`config.mk`:
```
export PLATFORM = sky130hd
export DESIGN_NAME = aftab_booth_radix4_multiplier
export DESIGN_NICKNAME = d
export VERILOG_FILES = /design/src/rtl/aftab_booth_radix4_multiplier.sv
export SDC_FILE = /design/constraint.sdc
export NUM_CORES = 1
export LEC_CHECK = 0
export BUFFER_PORTS_ARGS = -buffer_cell sky130_fd_sc_hd__clkbuf_2
export CORE_MARGIN = 1
export CORE_UTILIZATION = 60
export CTS_CLUSTER_DIAMETER = 200
export DETAILED_ROUTE_END_ITERATION = 10
export PLACE_DENSITY_LB_ADDON = 0.15
export SYNTH_ARGS = -nofsm -noshare
export SYNTH_HDL_FRONTEND = slang
export SYNTH_SLANG_ARGS = --single-unit
```
`constraint.sdc`:
```
create_clock -name clk -period 9.09 [get_ports clk]
set_clock_uncertainty 0.15 [all_clocks]
set_input_delay 0.909 -clock clk [delete_from_list [all_inputs] [get_ports clk]]
set_output_delay 0.909 -clock clk [all_outputs]
set_load 0.03 [all_outputs]
```
`src/rtl/aftab_booth_radix4_multiplier.sv`:
```
// Radix-4 Booth sequential multiplier with start/busy/done handshake and per-operand sign mode.
// Optional zero-operand shortcut enabled by defining AFTAB_BOOTH_ZERO_BYPASS_EN.
module aftab_booth_radix4_multiplier #(
   parameter int unsigned WIDTH = 32
) (
   input  logic                 clk,
   input  logic                 rst,
   input  logic                 start,
   input  logic                 signedA,
   input  logic                 signedB,
   input  logic [WIDTH-1:0]     A,
   input  logic [WIDTH-1:0]     B,
   output logic                 busy,
   output logic                 done,
   output logic [2*WIDTH-1:0]   P
);

   localparam int unsigned N    = WIDTH + 2;
   localparam int unsigned ITER = N / 2;
   localparam int unsigned CW   = $clog2(ITER + 1);

   typedef enum logic [1:0] {StIdle, StCalc, StDone} state_e;

   state_e               r_state, w_state_d;
   logic [N-1:0]         r_m;
   logic [N:0]           r_q;
   logic [N+1:0]         r_h;
   logic [CW-1:0]        r_cnt;
   logic [2*WIDTH-1:0]   r_p;

   logic                 w_accept, w_zero, w_last, w_neg;
   logic [N-1:0]         w_mx, w_qx;
   logic [N+1:0]         w_m_ext, w_sel, w_pp, w_sum, w_h_sh;
   logic [N:0]           w_q_sh;
   logic [2*WIDTH-1:0]   w_prod;

   assign busy     = (r_state == StCalc);
   assign done     = (r_state == StDone);
   assign P        = r_p;
   assign w_accept = start & ~busy;
   assign w_last   = (r_cnt == CW'(1));

   assign w_mx = {{2{signedA & A[WIDTH-1]}}, A};
   assign w_qx = {{2{signedB & B[WIDTH-1]}}, B};

`ifdef AFTAB_BOOTH_ZERO_BYPASS_EN
   assign w_zero = (A == '0) | (B == '0);
`else
   assign w_zero = 1'b0;
`endif

   // Booth recoding of Q[2:0]; negative multiples use one's complement plus carry-in.
   assign w_m_ext = {{2{r_m[N-1]}}, r_m};
   always_comb begin
      w_sel = '0;
      w_neg = 1'b0;
      case (r_q[2:0])
         3'b001, 3'b010: w_sel = w_m_ext;
         3'b011:         w_sel = w_m_ext << 1;
         3'b100: begin
            w_sel = w_m_ext << 1;
            w_neg = 1'b1;
         end
         3'b101, 3'b110: begin
            w_sel = w_m_ext;
            w_neg = 1'b1;
         end
         default: ;
      endcase
   end

   assign w_pp   = w_neg ? ~w_sel : w_sel;
   assign w_sum  = r_h + w_pp + {{(N+1){1'b0}}, w_neg};
   assign w_h_sh = {{2{w_sum[N+1]}}, w_sum[N+1:2]};
   assign w_q_sh = {w_sum[1:0], r_q[N:2]};
   assign w_prod = {w_h_sh[2*WIDTH-N-1:0], w_q_sh[N:1]};

   always_comb begin
      w_state_d = r_state;
      case (r_state)
         StIdle, StDone: begin
            if (start) w_state_d = w_zero ? StDone : StCalc;
            else       w_state_d = StIdle;
         end
         StCalc:  if (w_last) w_state_d = StDone;
         default: w_state_d = StIdle;
      endcase
   end

   always_ff @(posedge clk or posedge rst) begin
      if (rst) begin
         r_state <= StIdle;
         r_m     <= '0;
         r_q     <= '0;
         r_h     <= '0;
         r_cnt   <= '0;
         r_p     <= '0;
      end else begin
         r_state <= w_state_d;
         if (w_accept) begin
            r_m   <= w_mx;
            r_q   <= {w_qx, 1'b0};
            r_h   <= '0;
            r_cnt <= CW'(ITER);
            if (w_zero) r_p <= '0;
         end else if (r_state == StCalc) begin
            r_h   <= w_h_sh;
            r_q   <= w_q_sh;
            r_cnt <= r_cnt - CW'(1);
            if (w_last) r_p <= w_prod;
         end
      end
   end

endmodule

```
==> impl_metrics.env, run 1 <==
export IMPL_outcome="finished clean"
export IMPL_wl_per_cell_um=16.3
export IMPL_syn_to_final_growth_pct=14.7
export IMPL_viasPerCell=5.71
export IMPL_drive_gt1_share_pct=20.4
export IMPL_cp_max_fo=39
export IMPL_numPlacedInstances=1323
export IMPL_die_area_um2=16300
export IMPL_antenna_left=0
export IMPL_grt_antenna_before_repair=0
export IMPL_synth_compound_area_share_pct=18.1
export IMPL_clock_path_buffers=2
export IMPL_final_cell_area_um2=10900
export IMPL_fin_cells=1355
export IMPL_cts_sinks=173
export IMPL_numCtsBuffers=17
export IMPL_drv_slew=0
export IMPL_r2r_start="r_q[2]"
export IMPL_syn_inst=1030
export IMPL_synthMuxAreaShare_pct=7.17
export IMPL_timing_final_crit_share_pct=51.6
export IMPL_max_freq_mhz=213
export IMPL_synth_edf_count=0
export IMPL_grt_pass1_wl_mm=36.9
export IMPL_cts_htree_levels=4
export IMPL_clk_pin_slew_worst_paths_ps=70
export IMPL_clk_latency_ps=450
export IMPL_crit_slowest_cell="dfrtp_2"
export IMPL_critPathKind="reg2reg"
export IMPL_hold_buffers=0
export IMPL_cts_root_buf="clkbuf_16"
export IMPL_avgSynthCellArea_um2=9.21
export IMPL_synthFlopType="dfrtp_1"
export IMPL_synth_top_family_by_area="compound AO/OA/AOI/OAI gates"
export IMPL_dr_pass1_iters=5
export IMPL_arrival_ps=4870
export IMPL_final_common_cell="nand2_1"
export IMPL_fp_coreArea_um2=15300
export IMPL_path_cells="nand2_1, o21ai_0, inv_1, fa_1, nand2b_1, a21oi_2, o21ai_1, a21oi_1, o21ai_1, a31oi_2, nand2_1, a221o_1"
export IMPL_min_to="P[56]"
export IMPL_r2r_setup_slack_ps=4400
export IMPL_ys_ff_latch=173
export IMPL_period_needed_ps=4690
export IMPL_endpoint_kind="flip-flop"
export IMPL_grt_overflow_total=0
export IMPL_slew_headroom_pct=31.2
export IMPL_synth_cell_types=67
export IMPL_remaining_drc_errors=0
export IMPL_synth_top_cell_by_area="dfrtp_1"
export IMPL_grt_pass1_vias=7446
export IMPL_rr_worst_depth=12
export IMPL_rsz0062_at_grt="no"
export IMPL_postCtsSetupBuffers=0
export IMPL_regToRegEndpoint="r_h[32]"
export IMPL_yosysTopAreaCellShare_pct=45.6
export IMPL_place_gp_congestion=0.950
export IMPL_syn_area_um2=9490
export IMPL_syn_nets=1135
export IMPL_portBuffers=134
export IMPL_hold_path_depth=2
export IMPL_synth_fa_ha_area_share_pct=4.83
export IMPL_synth_area_leaders="dfrtp_1 (46%), nand2_1 (9.1%), o21ai_0 (6.2%)"
export IMPL_crit_path_max_incr_delay_ps=1040
export IMPL_row_count=45
export IMPL_multi_input_area_um2=4880
export IMPL_final_seq_area_um2=4330
export IMPL_synth_xor_area_share_pct=5.82
export IMPL_place_area_um2=10300
export IMPL_grt_max_degree=113
export IMPL_synth_warnings=0
export IMPL_dieWidth_um=128
export IMPL_num_vias=7732
export IMPL_synth_simple_area_share_pct=15.3
export IMPL_die_y_um=128
export IMPL_start_kind="flip-flop"
export IMPL_hold_viol_final=0
export IMPL_drv_cap=0
export IMPL_worstHoldPathType="reg2reg"
export IMPL_n_fill_cell=1234
export IMPL_critical_path_required_ps=9270
export IMPL_track_usage_pct=28.8
export IMPL_initial_core_util_pct=61.9
export IMPL_tritoncts="built"
export IMPL_worst_slew_pin_slew_ps=1030
export IMPL_yosysSeqAreaShare_pct=45.6
export IMPL_cts_resized=0
export IMPL_first_iter_violations=555
export IMPL_final_cell_mix="nand2_1 (229), dfrtp_1 (172), clkbuf_2 (134), o21ai_0 (117), xor2_1 (43)"
export IMPL_hp_start="P[56]"
export IMPL_dp_hpwl_mm=14.5
export IMPL_routed_wl_mm=22.1
export IMPL_fin_nets=1236
export IMPL_setup_viol=0
export IMPL_insertedDiodeCount=0
export IMPL_fin_hold_ws_ps=328
export IMPL_tns_ps=0
export IMPL_async_reset_ff_share_pct=100
export IMPL_num_io_pins=135
-- cell usage after synthesis (2+ instances only) --
cell	instances
o31ai_1	6
nand2b_1	4
inv_2	2
nand3_1	31
a21oi_2	3
nand2_1	230
mux2_2	32
o21a_1	6
nor2b_1	5
and2_1	3
o21ai_2	2
o211ai_1	5
o221ai_1	2
o31a_1	2
dfrtp_1	173
a31oi_1	2
o21bai_1	5
a221o_1	2
o31ai_2	2
nor2_1	29
o21ai_1	25
a22oi_1	32
or4_1	3
buf_1	9
nor4_1	2
clkbuf_1	42
nor3_1	10
o21ai_0	117
a211oi_1	2
a21oi_1	38
inv_1	13
mux2i_1	32
xnor2_1	19
a21o_1	11
buf_2	8
xor2_1	44
nand4_1	10
ha_1	35
and3_1	3
nand3b_1	2
-- state kept, by name, indices dropped and copies added (netlist names) --
register  flops
r_cnt         5
P            64
r_h          34
r_m          33
r_q          35
r_state       2
-- worst max path at each step --
stage / from / to / slack, ps / cells after the start
after floorplan: rst / P[0] / 3340 / 1
after global placement: r_q[2] / r_h[32] / 4460 / 12
after detailed placement: r_q[2] / P[58] / 4400 / 12
after CTS: r_q[2] / P[58] / 4360 / 12
after global routing: r_q[2] / P[58] / 3910 / 12
final: r_q[2] / r_h[32] / 4400 / 12
-- kinds of logic (layout without fill, tap and decap cells) --
family / Yosys count / in the layout
simple gates: 341 / 341
mux: 64 / 64
xor+xnor: 63 / 63
flops: 173 / 173
buf+inv: 76 / 190
compound gates: 277 / 277
fa+ha+maj: 36 / 36
-- through the flow --
step | worst slack (ps) | utilization, %
after floorplan | 3340 | -
after global placement | 4460 | 67.1
after detailed placement | 4400 | 67.1
after CTS | 4360 | 71.1
after global routing | 3910 | 71.1
final | 4400 | 71.1
-- layer usage --
layer	vias up	global-route usage, %	part of all wire, %
met4	0	10.0	1.6
met5	-	0	0
met3	28	7.10	6.1
met1	3705	39.0	46
met2	195	45.4	46
li1	3804	-	-
-- final cells by class --
cell class / instances / area share (%)
multi-input cells: 781 / 44.8
clock inverters: 15 / 1.72
flip-flops and latches: 173 / 39.8
well taps: 211 / 2.43
repair buffers: 142 / 6.71
clock buffers: 17 / 3.91
inverters: 16 / 0.598
-- critical path: cells and delay by family (launching register included) --
kind	cells	cell delay [ps]
AO/OA/AOI/OAI	7	1750
flip-flops	1	1040
adder cells (fa/ha/maj)	1	430
buffers and inverters	1	110
AND/OR/NAND/NOR	3	1090
Power of run 1 is not shown: default switching activity piles up to over one toggle a cycle in this logic, so the estimate is an artifact.
==> run 2: changes to the inputs <==
CORE_UTILIZATION = 58   (was 60)
clock period = 4.8 ns   (was 9.09 ns; I/O delays follow)
==> run 2 against run 1 <==
Worst setup slack worse by 3700 ps. Final cell count up 0.59%. Sequential cell count stayed put. Critical path depth unchanged. Register-to-register slack lost 3700 ps. Core utilization shrank 2.8 points. Sequential share of layout area unchanged.
==> impl_metrics.env, run 2 (synthesis gave the netlist of run 1 again) <==
export IMPL_outcome="finished clean"
export IMPL_routed_wl_mm=22.4
export IMPL_dr_pass1_iters=7
export IMPL_crit_path_max_incr_delay_ps=680
export IMPL_grt_pass1_vias=7430
export IMPL_remaining_drc_errors=0
export IMPL_clock_path_buffers=2
export IMPL_grt_antenna_before_repair=0
export IMPL_postCtsSetupBuffers=0
export IMPL_tns_ps=0
export IMPL_final_cell_mix="nand2_1 (229), dfrtp_1 (172), clkbuf_2 (134), o21ai_0 (117), xor2_1 (43)"
export IMPL_tritoncts="built"
export IMPL_worst_slew_pin_slew_ps=901
export IMPL_antenna_left=0
export IMPL_drv_slew=0
export IMPL_track_usage_pct=28.1
export IMPL_n_fill_cell=1352
export IMPL_viasPerCell=5.75
export IMPL_r2r_setup_slack_ps=740
export IMPL_max_freq_mhz=246
export IMPL_numCtsBuffers=17
export IMPL_row_count=46
export IMPL_final_common_cell="nand2_1"
export IMPL_period_needed_ps=4060
export IMPL_timing_final_crit_share_pct=84.6
export IMPL_portBuffers=134
export IMPL_dieWidth_um=130
export IMPL_grt_pass1_wl_mm=36.8
export IMPL_num_vias=7837
export IMPL_final_util_pct=68.3
export IMPL_regToRegEndpoint="P[58]"
export IMPL_start_kind="flip-flop"
export IMPL_cts_sinks=173
export IMPL_hold_buffers=0
export IMPL_fp_coreArea_um2=15900
export IMPL_hold_path_depth=2
export IMPL_cts_htree_levels=4
export IMPL_path_cells="nand2_1, o21ai_0, inv_1, fa_1, nand2b_1, a21oi_2, o21bai_1, a21o_1, a21oi_2, nor3_1, or4_1, nand3_1"
export IMPL_drv_cap=0
export IMPL_dp_hpwl_mm=14.7
export IMPL_hold_viol_final=0
export IMPL_endpoint_kind="flip-flop"
export IMPL_grt_overflow_total=0
export IMPL_worstHoldPathType="in2reg"
export IMPL_slew_headroom_pct=39.9
export IMPL_critPathKind="reg2reg"
export IMPL_path_common_cell="a21oi_2"
export IMPL_r2r_start="r_q[2]"
export IMPL_largest_reg_flops=64
export IMPL_cp_max_fo=32
export IMPL_cts_resized=0
export IMPL_arrival_ps=4280
export IMPL_fin_nets=1239
export IMPL_first_iter_violations=509
export IMPL_place_gp_congestion=0.910
export IMPL_insertedDiodeCount=0
export IMPL_min_to="r_m[26]"
export IMPL_setup_viol=0
export IMPL_rsz0062_at_grt="no"
export IMPL_crit_family="simple AND/OR/NAND/NOR gates"
export IMPL_rr_worst_depth=12
export IMPL_die_y_um=130
export IMPL_drive_gt1_share_pct=20.6
export IMPL_hp_start="A[26]"
export IMPL_clk_pin_slew_worst_paths_ps=80
export IMPL_critical_path_required_ps=5020
export IMPL_crit_slowest_cell="dfrtp_2"
export IMPL_syn_to_final_growth_pct=14.7
export IMPL_num_io_pins=135
export IMPL_cts_root_buf="clkbuf_16"
export IMPL_initial_core_util_pct=59.5
export IMPL_grt_max_degree=174
export IMPL_die_area_um2=16900
export IMPL_clk_latency_ps=440
export IMPL_worst_path_buf_inv=1
export IMPL_wl_per_cell_um=16.5
run 2: cell type report:
class                      count  area (um^2)  share of cell area [%]
clock buffer                  17          425                    3.91
inverter                      16         63.8                   0.586
tap                          216          270                    2.48
sequential                   173         4330                    39.8
multi-input combinational    781         4880                    44.8
timing repair buffer         145          766                    7.04
clock inverter                15          148                    1.36
run 2: metrics by stage:
stage | instance area (um^2) | cells | hold WS [ps] | setup WS, ps
6_report | 10900 | 1363 | 125 | 741
2_1_floorplan | 9490 | 1030 | 303 | 1440
3_5_place_dp | 10300 | 1331 | 311 | 776
5_1_grt | 10900 | 1363 | 123 | 440
4_1_cts | 10900 | 1363 | 116 | 738
3_3_place_gp | 10300 | 1331 | 307 | 844
run 2: worst max-delay path by stage:
stage	start	endpoint	slack (ps)	cells past startpoint
after floorplan	r_q[2]	P[63]	1440	13
after global placement	r_q[2]	P[58]	840	12
after detailed placement	r_q[2]	P[58]	780	12
after CTS	r_q[2]	P[58]	740	12
after global routing	r_q[2]	P[58]	440	12
final	r_q[2]	P[58]	740	12
run 2: worst register-to-register path: cells and delay by family, from the launching register on:
family / cells / cell delay, ps
compound gates: 5 / 1120
flops: 1 / 680
simple gates: 5 / 1520
fa+ha+maj: 1 / 430
buf+inv: 1 / 110
run 2: metal layers:
layer,up-vias,track usage [%],part of all wire (%)
li1,3811,-,-
met3,19,6.81,6.1
met5,-,0,0
met1,3783,38.1,46
met2,224,45.4,47
met4,0,7.25,1.1
Power of run 2 is left out for the same reason.
==> run 3: changes to the inputs <==
CORE_UTILIZATION = 52   (was 58)
clock period = 3.6 ns   (was 4.8 ns; I/O delays follow)
==> run 3 against run 2 <==
Final cell count increased by 3.2%. Core utilization decreased by 5.2 points. Die area increased by 11%. First-iteration DRC count decreased by 9.2%. Hold slack got worse by 120 ps. Highest routed layer unchanged. Sequential share of layout area decreased by 1.4 points. Critical path type unchanged.
==> impl_metrics.env, run 3 (synthesis gave the netlist of run 1 again) <==
export IMPL_outcome="finished clean"
export IMPL_start_kind="flip-flop"
export IMPL_die_area_um2=18800
export IMPL_cts_root_buf="clkbuf_16"
export IMPL_r2r_setup_slack_ps=150
export IMPL_cts_sinks=173
export IMPL_grt_pass1_vias=7457
export IMPL_dr_pass1_iters=8
export IMPL_endpoint_kind="flip-flop"
export IMPL_place_gp_congestion=0.925
export IMPL_first_iter_violations=462
export IMPL_path_common_cell="buf_4"
export IMPL_insertedDiodeCount=0
export IMPL_cts_htree_levels=4
export IMPL_drv_cap=0
export IMPL_clk_latency_ps=440
export IMPL_dieWidth_um=137
export IMPL_wl_per_cell_um=16.8
export IMPL_clk_pin_slew_worst_paths_ps=70
export IMPL_max_freq_mhz=290
export IMPL_syn_to_final_growth_pct=19.0
export IMPL_track_usage_pct=26.1
export IMPL_final_cell_mix="nand2_1 (228), dfrtp_1 (170), clkbuf_2 (134), o21ai_0 (115), xor2_1 (43)"
export IMPL_grt_antenna_before_repair=0
export IMPL_grt_pass1_wl_mm=38.0
export IMPL_drv_slew=0
export IMPL_remaining_drc_errors=0
export IMPL_worst_slew_pin_slew_ps=916
export IMPL_tns_ps=0
export IMPL_routed_wl_mm=23.7
export IMPL_fin_nets=1269
export IMPL_initial_core_util_pct=53.0
export IMPL_row_count=49
export IMPL_viasPerCell=5.62
export IMPL_crit_slowest_cell="dfrtp_2"
export IMPL_numCtsBuffers=17
export IMPL_period_needed_ps=3450
export IMPL_crit_path_max_incr_delay_ps=460
export IMPL_antenna_left=0
export IMPL_finalWorstSetupSlack_ps=151
export IMPL_place_ws_ps=73.5
export IMPL_tritoncts="built"
export IMPL_critical_path_required_ps=3800
export IMPL_num_vias=7902
export IMPL_num_io_pins=135
export IMPL_worst_path_buf_inv=3
export IMPL_timing_final_crit_share_pct=95.8
export IMPL_slew_headroom_pct=39.0
export IMPL_cp_max_fo=16
export IMPL_die_y_um=137
export IMPL_grt_overflow_total=0
export IMPL_dp_hpwl_mm=16.0
export IMPL_setup_viol=0
export IMPL_place_area_um2=10500
export IMPL_drive_gt1_share_pct=22.8
export IMPL_hold_viol_final=0
export IMPL_final_cell_area_um2=11300
export IMPL_path_cells="nand2_2, nor2_4, buf_4, clkbuf_16, a22oi_1, o21ai_0, ha_1, o21a_1, nor2_1, nor4_2, a21oi_2, buf_4, o31ai_1, xor2_1, nand2_1, o21ai_1"
export IMPL_grt_max_degree=174
export IMPL_largest_reg_flops=64
export IMPL_worstHoldPathType="in2reg"
export IMPL_fin_hold_ws_ps=6.63
export IMPL_portBuffers=134
export IMPL_final_common_cell="nand2_1"
export IMPL_critPathKind="reg2reg"
export IMPL_clock_path_buffers=2
export IMPL_crit_family="compound AO/OA/AOI/OAI gates"
export IMPL_arrival_ps=3650
export IMPL_fp_coreArea_um2=17900
==> run 3: cell count changes in the layout (fill, tap and decap cells not counted), sizes merged <==
cell | previous run | this run
bufinv | 0 | 2
clkbuf | 151 | 152
clkinv | 7 | 5
clkinvlp | 2 | 4
inv | 22 | 20
dlygate4sd3 | 0 | 8
buf | 11 | 32
==> run 3: cell type report <==
cell class	instances	area, um^2
inverters	16	63.8
well taps	229	287
repair buffers	175	1060
clock buffers	17	425
fillers	1547	6610
flip-flops and latches	173	4330
clock inverters	15	203
multi-input cells	781	4920
==> run 3: layer usage <==
layer	global-route usage, %	part of all wire (%)	vias up
met2	41.0	46	215
met5	0	0	-
met1	36.3	47	3774
li1	-	-	3889
met3	5.63	5.6	24
met4	7.20	1.2	0
==> run 3: what timing repair did <==
item / CTS / global route
hold endpoints to repair: 8 / 0
setup endpoints to repair: 0 / 25
hold buffers: 8 / 0
gates resized for setup: 0 / 15
setup buffers: 0 / 4
==> run 3: through the flow <==
| step | util, % | cells |
|---|---|---|
| 3_3_place_gp | 58.5 | 1361 |
| 4_1_cts | 62.5 | 1401 |
| 6_report | 63.1 | 1406 |
| 2_1_floorplan | - | 1030 |
| 3_5_place_dp | 58.5 | 1361 |
| 5_1_grt | 63.1 | 1406 |
==> run 3: worst reg2reg max path: cells and delay by family, from the launching register on <==
kind	cells	cell delay, ps
xor gates and xnor gates	1	230
AOI/OAI and AO/OA	6	1000
DFF	1	460
adders and majority gates	1	390
buffers and inverters	3	460
and+or+nand+nor	5	660
==> run 3: path summary, 6_finish.rpt <==
kind                         from       to  cells past startpoint
max reg2reg                r_q[1]  r_h[17]                     16
max                        r_q[1]  r_h[17]                     16
min in group asynchronous     rst    P[47]                      3
min                         A[30]  r_m[30]                      2
min reg2reg                  P[3]     P[3]                      2
max in group asynchronous     rst   r_q[1]                      3
Power of run 3 is left out for the same reason.
